[src/rtl/cross_bar_pkg.sv]
// Shared sizing, types and round-robin helper for the master/slave crossbar.
package cross_bar_pkg;

    localparam int unsigned MASTER_N = 2;
    localparam int unsigned SLAVE_N  = 2;
    localparam int unsigned ADDR_W   = 32;
    localparam int unsigned DATA_W   = 32;

    localparam int unsigned SEL_W = (SLAVE_N > 1) ? $clog2(SLAVE_N) : 1;
    localparam int unsigned MST_W = (MASTER_N > 1) ? $clog2(MASTER_N) : 1;

    typedef logic [ADDR_W-1:0] addr_t;
    typedef logic [DATA_W-1:0] data_t;
    typedef logic [MST_W-1:0]  mst_idx_t;

    typedef enum logic {
        ARB_IDLE = 1'b0,
        ARB_BUSY = 1'b1
    } arb_state_e;

    // Master index reached by stepping 'off' places after 'base', wrapping at MASTER_N.
    function automatic mst_idx_t rr_index(input mst_idx_t base, input int unsigned off);
        int unsigned sum;
        sum = 32'(base) + off;
        if (sum >= MASTER_N) begin
            sum = sum - MASTER_N;
        end
        return MST_W'(sum);
    endfunction

endpackage

[src/rtl/cross_bar_arbiter.sv]
// Per-slave round-robin arbiter with owner tracking; grant held from award until the slave acks.
module cross_bar_arbiter
    import cross_bar_pkg::*;
(
    input  logic                clk,
    input  logic                rst_n,
    input  logic [MASTER_N-1:0] req_i,
    input  logic                ack_i,
    output logic [MASTER_N-1:0] grant_o
);

    arb_state_e             state_q, state_d;
    logic [MASTER_N-1:0]    grant_q, grant_d;
    mst_idx_t               owner_q, owner_d;
    mst_idx_t               ptr_q,   ptr_d;
    logic                   found;

    always_ff @(posedge clk or negedge rst_n) begin
        if (!rst_n) begin
            state_q <= ARB_IDLE;
            grant_q <= '0;
            owner_q <= '0;
            ptr_q   <= '0;
        end else begin
            state_q <= state_d;
            grant_q <= grant_d;
            owner_q <= owner_d;
            ptr_q   <= ptr_d;
        end
    end

    // Returning to idle after an ack leaves one dead cycle, so the owner's stale req is never regranted.
    always_comb begin
        state_d = state_q;
        grant_d = grant_q;
        owner_d = owner_q;
        ptr_d   = ptr_q;
        found   = 1'b0;
        unique case (state_q)
            ARB_IDLE: begin
                for (int unsigned i = 0; i < MASTER_N; i++) begin
                    if (!found && req_i[rr_index(ptr_q, i)]) begin
                        found                       = 1'b1;
                        owner_d                     = rr_index(ptr_q, i);
                        grant_d                     = '0;
                        grant_d[rr_index(ptr_q, i)] = 1'b1;
                        state_d                     = ARB_BUSY;
                    end
                end
            end
            ARB_BUSY: begin
                if (ack_i) begin
                    state_d = ARB_IDLE;
                    grant_d = '0;
                    ptr_d   = rr_index(owner_q, 1);
                end
            end
            default: begin
                state_d = ARB_IDLE;
                grant_d = '0;
            end
        endcase
    end

    assign grant_o = grant_q;

endmodule

[src/rtl/cross_bar.sv]
// MASTER_N x SLAVE_N request/ack crossbar: top-address decode, per-slave arbitration, AND-OR muxes.
module cross_bar
    import cross_bar_pkg::*;
(
    input  logic                             clk,
    input  logic                             aresetn,
    input  logic [MASTER_N-1:0]              master_req,
    input  logic [MASTER_N-1:0][ADDR_W-1:0]  master_addr,
    input  logic [MASTER_N-1:0]              master_cmd,
    input  logic [MASTER_N-1:0][DATA_W-1:0]  master_wdata,
    output logic [MASTER_N-1:0]              master_ack,
    output logic [MASTER_N-1:0][DATA_W-1:0]  master_rdata,
    output logic [SLAVE_N-1:0]               slave_req,
    output logic [SLAVE_N-1:0][ADDR_W-1:0]   slave_addr,
    output logic [SLAVE_N-1:0]               slave_cmd,
    output logic [SLAVE_N-1:0][DATA_W-1:0]   slave_wdata,
    input  logic [SLAVE_N-1:0]               slave_ack,
    input  logic [SLAVE_N-1:0][DATA_W-1:0]   slave_rdata
);

    logic [SLAVE_N-1:0][MASTER_N-1:0] req_mat;
    logic [SLAVE_N-1:0][MASTER_N-1:0] grant;

    // Request matrix: a master requests only the slave selected by its top address bits.
    always_comb begin
        req_mat = '0;
        for (int unsigned s = 0; s < SLAVE_N; s++) begin
            for (int unsigned m = 0; m < MASTER_N; m++) begin
                req_mat[s][m] = master_req[m] &&
                                (master_addr[m][ADDR_W-1 -: SEL_W] == SEL_W'(s));
            end
        end
    end

    for (genvar gs = 0; gs < SLAVE_N; gs++) begin : g_arb
        cross_bar_arbiter u_arb (
            .clk     (clk),
            .rst_n   (aresetn),
            .req_i   (req_mat[gs]),
            .ack_i   (slave_ack[gs]),
            .grant_o (grant[gs])
        );
    end

    // One-hot grants make AND-OR muxing sufficient; everything ungranted reads as zero.
    always_comb begin
        slave_req    = '0;
        slave_addr   = '0;
        slave_cmd    = '0;
        slave_wdata  = '0;
        master_ack   = '0;
        master_rdata = '0;
        for (int unsigned s = 0; s < SLAVE_N; s++) begin
            for (int unsigned m = 0; m < MASTER_N; m++) begin
                slave_req[s]    = slave_req[s] | grant[s][m];
                slave_addr[s]   = slave_addr[s] | (master_addr[m] & {ADDR_W{grant[s][m]}});
                slave_cmd[s]    = slave_cmd[s] | (master_cmd[m] & grant[s][m]);
                slave_wdata[s]  = slave_wdata[s] | (master_wdata[m] & {DATA_W{grant[s][m]}});
                master_ack[m]   = master_ack[m] | (grant[s][m] & slave_ack[s]);
                master_rdata[m] = master_rdata[m] |
                                  (slave_rdata[s] & {DATA_W{grant[s][m] & slave_ack[s]}});
            end
        end
    end

endmodule

[config.mk]
export PLATFORM = sky130hd
export DESIGN_NAME = cross_bar
export DESIGN_NICKNAME = d
export VERILOG_FILES = /design/src/rtl/cross_bar_pkg.sv /design/src/rtl/cross_bar_arbiter.sv /design/src/rtl/cross_bar.sv
export SDC_FILE = /design/constraint.sdc
export NUM_CORES = 1
export LEC_CHECK = 0
export ABC_AREA = 1
export CORE_AREA = 2 2 155 157
export DETAILED_ROUTE_END_ITERATION = 16
export DIE_AREA = 0 0 157 159
export GPL_ROUTABILITY_DRIVEN = 1
export GPL_TIMING_DRIVEN = 0
export PLACE_DENSITY = 0.56
export SYNTH_ARGS = -nofsm -noshare
export SYNTH_HDL_FRONTEND = slang
export SYNTH_SLANG_ARGS = --single-unit
[constraint.sdc]
create_clock -name clk -period 1.04 [get_ports clk]
set_input_delay 0.104 -clock clk [delete_from_list [all_inputs] [get_ports clk]]
set_output_delay 0.104 -clock clk [all_outputs]
set_load 0.1 [all_outputs]
# Word level (Yosys, flattened, before mapping)
# Index checks and enable logic that the tools add are counted.
# classes
add_sub_neg	10
magnitude_cmp	18
n_eq_ne	4
muxes	56
n_bitwise	36
n_reduce_logical	20
# ops
op	count
$and 32x32->32	12
$or 32x32->32	6
$mux 1	42
$lt 1x2->1 const B	8
$mux 2	6
$reduce_and 2->1	6
$logic_and 1x1->1	10
$add 1x1->2 const B	4
$and 1x1->1	8
$ge 2x2->1 const B	4
$pmux 2 s2	2
$ne 3x1->1 const B	2
$or 1x1->1	6
$sub 1x1->1 const B	6
$demux 1 s1	4
$ge 1x1->1 const B	4
$ge 1x2->1 const B	2
$ne 2x2->1 const B	2
$not 1->1	4
$pmux 1 s2	2
$reduce_bool 2->1	2
$logic_not 1->1	2
# totals
register_bits	10
input_bits	200
out_inout_bits	198
wordCells	152

# Longest topological paths before layout
# Gate-level depths: netlist (run 1).
# depth
word_depth	17
mapped_depth	6
depth_no_buf	6

# Cells and area by module
# Synthesis (run 1) repeated with hierarchy kept, for this count alone.
# unflattened
cells_unflattened	700
hier_area_um2	3185.6
# modules_own_cells
mod	instances	cells_per_inst	area_per_inst_um2	seq_area_each_um2
cross_bar	1	656	2782.7	0.0
cross_bar_arbiter	2	22	201.4	125.1

# Worst setup path before layout (run 1)
# Ideal clock, no wire load.
# synth_path
path_kind	register -> output
startpoint	register g_arb[0].u_arb.grant_q[1]
endpoint	output slave_addr[22] (netlist bit)
arrival_time_ns	2.201
required_time_ns	0.936
setup_slack_ns	-1.265
stages_incl_launch_ff	5
path_buffers	2
cell_sequence	dfrtp_1 > inv_2 > buf_2 > buf_2 > o22ai_1
# synth_lines
element	line_no	source
start: declaration	cross_bar_arbiter.sv:13	logic [MASTER_N-1:0] grant_q, grant_d;
start signal: assignment	cross_bar_arbiter.sv:26	grant_q <= grant_d;
end: declaration	cross_bar.sv:14	output logic [SLAVE_N-1:0][ADDR_W-1:0] slave_addr,

==> flow_summary.yaml, run 1 <==
synthesis:
  netlist_area_sq_mm: 0.00292
  syn_nets: 692
  synthCells: 492
  ys_seq_area_frac: 0.0857
  yosysWarnings: 0
  ys_ff_latch: 10
  ys_types: 15
  synth_top_area_frac: 0.351
  synth_area_leaders: "o22ai_1 (35%), inv_1 (26%), o22ai_2 (13%)"
  synth_area_leader_cell: "o22ai_1"
  postSynthAreaPerCell_sq_um: 5.93
grt:
  grt_first_pass_wirelength_microns: 34200
  antenna_found_initial: 1
  overflow: 0
  grt_usage: 0.175
  grt_pass1_vias: 5593
  grt_max_degree: 11
timing:
  period_share: 1.55
  slew_violations: 0
  fin_crit_ns: 1.61
  fin_worst_skew_ns: 0.00137
  rsz0062_at_grt: "yes"
  fmax_mhz: 620
  relSlewSlack: 0.688
  setup_ws_ns: -0.573
  finalHoldViolations: 0
  setup_viol: 199
  tightest_slew_ns: 0.466
run_status:
  status: "finished, violations left"
  violations: "negative setup slack"
placed_design:
  io_buffers: 397
  place_area_sq_mm: 0.0100
  dp_cells: 1208
  hpwl_microns: 17600
  gp_congestion: 0.814
  place_ws_ns: -1.59
pwr:
  seqPwrFrac: 0.019
  vdd_drop_max_mv: 1.27
  comb_power_share: 0.957
  p_sw_mw: 19.3
  power.internal_mw: 12.9
  p_leak_nw: 5.28
  clockPowerShare: 0.024
  p_per_area_mw_per_mm2: 2470
  p_sw_frac: 0.598
cts:
  h-tree-depth: 1
  cts_made_buffers: 3
  cts-root-buf: "clkbuf_16"
  ctsLongestPathBuffers: 2
  tritoncts: "yes"
  clock_sinks: 10
  path_clk_slew_ns: 0.04
  clk_latency_ns: 0.24
  holdBufCountCts: 0
run:
  maxCapViolations: 0
floorplanning:
  fp.dieW_microns: 157
  initial_core_util: 0.126
  dieArea_sq_mm: 0.0250
  num_rows: 56
  core_sq_mm: 0.0232
  die_h_microns: 159
  io_pins: 398
finish:
  final_cells: 1252
  fillers: 1884
  fin_area_sq_mm: 0.0130
  nets: 1133
  drive_gt1_frac: 0.531
  utilization: 0.562
  ff_latch_area_sq_um: 255
  syn_to_final_growth_pct: 347
  multiInputGateArea_sq_mm: 0.00417
detailed_routing:
  remaining_drc_errors: 0
  route.met2.wl_microns: 13200
  routed_via_density: 4.22
  ant_nets: 0
  drt_first_iter_violations: 160
  drt_wl_total_microns: 23500
  dr_wl_met3_microns: 1740
  wl_met1_microns: 8380
  top_layer: "met4"
  post_drt_wl_per_cell_microns: 18.8
  drt-pass1-iter-count: 4
  via_count: 5281
worst_setup_path:
  r2r_cells: 6
  cp.arrival_ns: 1.51
  worstSetupPathType: "reg -> out"
  crit_fanout: 10
  crit_path_end_kind: "output pin"
  start_kind: "register"
  critPathRequiredTime_ns: 0.94
worst_hold_path:
  hold_path_class: "in -> async"
==> worst paths after layout <==
path                                      startpoint                        end  slack, ns
setup / recovery           g_arb[1].u_arb.grant_o[1]             slave_addr[51]      -0.57
hold reg to reg               g_arb[0].u_arb.owner_q       g_arb[0].u_arb.ptr_q       0.46
min in group clk                        slave_ack[0]     g_arb[0].u_arb.state_q       0.42
max in group asynchronous                    aresetn  g_arb[0].u_arb.grant_o[1]       0.50
hold / removal                               aresetn       g_arb[1].u_arb.ptr_q       0.19
setup reg to reg           g_arb[0].u_arb.grant_o[1]  g_arb[0].u_arb.grant_o[1]      -0.09
==> layout by cell type, fill, tap and decap left out, drive strengths merged <==
cell type      count
clkbuf            14
nand3              4
nand2             33
diode              1
a21oi              1
buf              266
o22ai            194
nand3b             1
inv              203
bufbuf             1
o21ai              5
clkdlybuf4s50    197
dfrtp             10
dlygate4sd2        2
nor2               1
==> flip-flops by register name, summed over array words and instances, names as in the netlist <==
name / cells
g_arb.u_arb.owner_q: 2
g_arb.u_arb.ptr_q: 2
g_arb.u_arb.grant_o: 4
g_arb.u_arb.state_q: 2
==> layer usage <==
layer / GRT usage / up-vias
li1: - / 2562
met1: 0.201 / 2509
met2: 0.334 / 202
met3: 0.0441 / 8
met4: 0.0100 / 0
met5: 0 / -
==> synth_stat cells <==
| cell type | count |
|---|---|
| buf_6 | 16 |
| nand3b_1 | 1 |
| nand3_1 | 4 |
| nand2_1 | 31 |
| inv_2 | 4 |
| o22ai_2 | 30 |
| o21ai_0 | 5 |
| o22ai_1 | 164 |
| nand2_2 | 2 |
| inv_1 | 199 |
| nor2_1 | 1 |
| a21oi_1 | 1 |
| buf_2 | 18 |
| dfrtp_1 | 10 |
| buf_4 | 6 |
==> worst max-delay path: stages, from the launching register on <==
cell	delay, ns
dfrtp_2	0.46
inv_6	0.08
buf_12	0.16
buf_16	0.17
o22ai_4	0.18
buf_12	0.21
==> area by class of cell <==
type | count | share of cell area
clock buffer | 4 | 0.00681
buffer | 40 | 0.0647
multi-input combinational | 239 | 0.320
inverter | 203 | 0.0594
sequential | 10 | 0.0196
tap | 319 | 0.0306
antenna | 1 | 0.000192
timing repair buffer | 436 | 0.499
==> power groups by stage <==
stage / clock [mW] / combinational, mW / sequential (mW)
after floorplan: 0 / 19.6 / 0.562
after global placement: 0 / 24.5 / 0.589
after detailed placement: 0 / 24.5 / 0.589
after CTS: 0.778 / 29.0 / 0.614
after global routing: 0.807 / 31.6 / 0.646
final: 0.763 / 30.8 / 0.627
==> timing repair <==
item | 4_1_cts | 5_1_grt
setup buffers | 10 | 12
setup endpoints to repair | 202 | 205
pin swaps | 28 | 11
gates cloned | 8 | 10
gates resized for setup | 1708 | 143
==> logic make-up (layout without fill, tap and decap cells) <==
kind of cell,count (synthesis),count (layout),synth area share
and+or+nand+nor,39,39,0.0549
DFF,10,10,0.0857
buffers and inverters,243,683,0.369
other,0,1,0
AOI/OAI and AO/OA,200,200,0.490
==> stage by stage <==
step	power (mW)	setup TNS [ns]	hold WS, ns
after global placement	25.1	-262.88	0.452
after global routing	33.1	-106.90	0.243
after floorplan	20.1	-68.68	-0.192
final	32.2	-96.34	0.193
after CTS	30.3	-103.47	0.216
after detailed placement	25.1	-262.94	0.453
No activity file was read; power rests on OpenSTA's default activity.
==> run 2, diff against run 1 <==
--- a/config.mk
+++ b/config.mk
@@ -12,6 +12,8 @@
 export GPL_ROUTABILITY_DRIVEN = 1
 export GPL_TIMING_DRIVEN = 0
 export PLACE_DENSITY = 0.56
+export SETUP_SLACK_MARGIN = 0.4
+export SLEW_MARGIN = 15
 export SYNTH_ARGS = -nofsm -noshare
 export SYNTH_HDL_FRONTEND = slang
 export SYNTH_SLANG_ARGS = --single-unit
==> run 2 against run 1 <==
  * The run ends with negative hold slack, negative setup slack left
  * Critical path depth is the same
  * Count of clock-buffer cells in the layout is the same
  * Register-to-register slack lost 0.07 ns
  * Design area shrank 3.5%
  * Sequential share of layout area grew 0.072 points
  * Power shrank 3.8%
  * Non-clock buffer count shrank 15
  * Final cell count shrank 1.1%
  * Maximum frequency grew 4.5%
  * Critical endpoint is now slave_addr[8]
  * Largest cell class unchanged
==> flow_summary.yaml, run 2 (synthesized netlist as in run 1, its figures left out) <==
timing:
  slew_violations: 0
  fmax_mhz: 648
  fin_worst_skew_ns: 0.00223
  setup_ws_ns: -0.503
  fin_crit_ns: 1.54
  tightest_slew_ns: 0.448
  rsz0062_at_grt: "yes"
  whs_ns: -0.202
  finalHoldViolations: 10
  period_share: 1.48
  setup_viol: 199
  relSlewSlack: 0.701
cts:
  cts-root-buf: "clkbuf_16"
  path_clk_slew_ns: 0.04
  ctsLongestPathBuffers: 2
  tritoncts: "yes"
  clock_sinks: 10
  h-tree-depth: 1
  holdBufCountCts: 0
  cts_made_buffers: 3
  clk_latency_ns: 0.23
grt:
  grt_first_pass_wirelength_microns: 32800
  grt_usage: 0.166
  overflow: 0
  antenna_found_initial: 2
  grt_pass1_vias: 5585
  grt_max_degree: 11
detailed_routing:
  remaining_drc_errors: 0
  drt_wl_total_microns: 22100
  ant_nets: 0
  drt_first_iter_violations: 165
  via_count: 5186
  drt-pass1-iter-count: 4
  post_drt_wl_per_cell_microns: 17.9
  routed_via_density: 4.19
pwr:
  vdd_drop_max_mv: 1.25
  p_per_area_mw_per_mm2: 2460
  p_leak_nw: 5.13
  finalPower_mw: 31.0
placed_design:
  gp_congestion: 0.769
  io_buffers: 397
  place_ws_ns: -1.63
  hpwl_microns: 17400
  place_area_sq_mm: 0.0101
run_status:
  status: "finished, violations left"
  violations: "negative hold slack, negative setup slack"
worst_setup_path:
  worstSetupPathType: "reg -> out"
  reg2reg_from: "g_arb[0].u_arb.grant_o[1]"
  crit_fanout: 10
  cp_common_cell: "buf_12"
  cp_top_family: "buffers and inverters"
  start_kind: "register"
  path_cells: "inv_4, buf_12, buf_12, o22ai_4, buf_12"
  r2r_slack_ns: -0.16
  cpPeakStageDelay_ns: 0.42
  timing.rr.end: "g_arb[0].u_arb.grant_o[1]"
  critPathRequiredTime_ns: 0.94
  crit_slowest_cell: "dfrtp_2"
  crit_path_end_kind: "output pin"
  cp.buffers_inverters: 4
  cp.arrival_ns: 1.44
  r2r_cells: 7
floorplanning:
  fp.dieW_microns: 157
  dieArea_sq_mm: 0.0250
  num_rows: 56
  die_h_microns: 159
  io_pins: 398
  core_sq_mm: 0.0232
  initial_core_util: 0.126
finish:
  layout_common_cells: "inv_1 (194), o22ai_4 (194), clkdlybuf4s50_1 (192), buf_12 (190), buf_4 (30)"
  drive_gt1_frac: 0.538
  nets: 1119
  fin_area_sq_mm: 0.0126
  largest_register_ffs: 4
  syn_to_final_growth_pct: 331
worst_hold_path:
  hold_path_class: "in -> async"
run:
  maxCapViolations: 0
run 2: layout make-up:
| type | count | area (sq um) |
|---|---|---|
| buffer | 40 | 776 |
| sequential | 10 | 255 |
| inverter | 203 | 774 |
| multi-input combinational | 240 | 4210 |
| tap | 319 | 399 |
| timing repair buffer | 421 | 6070 |
| clock buffer | 4 | 88.8 |
| fill | 1965 | 10600 |
| antenna | 1 | 2.50 |
run 2: metal layers:
metal  track usage  share of wire  vias to the layer above
met5             0        0.00059                        -
met4        0.0234          0.010                        2
met3        0.0392          0.070                       16
met2         0.317           0.57                      205
met1         0.187           0.35                     2427
li1              -              -                     2536
run 2: worst max path at each step:
stage                              startpoint                to  slack [ns]  cells past startpoint
floorplan           g_arb[1].u_arb.grant_o[0]    slave_addr[32]       -0.39                      4
global placement                 slave_ack[0]  master_rdata[13]       -1.63                      5
detailed placement               slave_ack[0]  master_rdata[13]       -1.63                      5
CTS                 g_arb[1].u_arb.grant_o[0]  master_rdata[13]       -0.53                      5
global route        g_arb[0].u_arb.grant_o[0]   master_rdata[4]       -0.55                      4
finish              g_arb[0].u_arb.grant_o[0]     slave_addr[8]       -0.50                      5
run 2: timing repair:
item                                    4_1_cts  5_1_grt
buffers inserted                              8        4
pin swaps                                    21       27
resized for setup                          1662      139
hold endpoints to repair                      0       10
endpoints found under the setup margin      208      212
gates cloned                                  5        8
run 2: stage by stage:
step | TNS (ns) | util | cells | hold WS (ns)
final | -90.08 | 0.542 | 1238 | -0.202
after global routing | -98.95 | 0.542 | 1237 | -0.145
after CTS | -94.70 | 0.510 | 1225 | 0.200
after detailed placement | -262.64 | 0.434 | 1208 | 0.451
after global placement | -261.70 | 0.434 | 1208 | 0.445
after floorplan | -68.77 | - | 492 | -0.192
run 2: report_power, final:
group          leakage (nW)  switching, mW  total (mW)  internal [mW]
Clock                0.0442          0.171       0.749          0.577
Sequential            0.118          0.111       0.614          0.503
Combinational          4.97           18.7        29.6           10.9
Total                  5.13           19.0        31.0           12.0
run 2: worst register-to-register path, cell delays in order, from the launching register on:
cell and delay [ns]:
dfrtp_2 0.41, clkinv_4 0.11, buf_6 0.14, buf_16 0.14
buf_4 0.13, a21oi_2 0.10, nand2_1 0.05, nand2_1 0.06
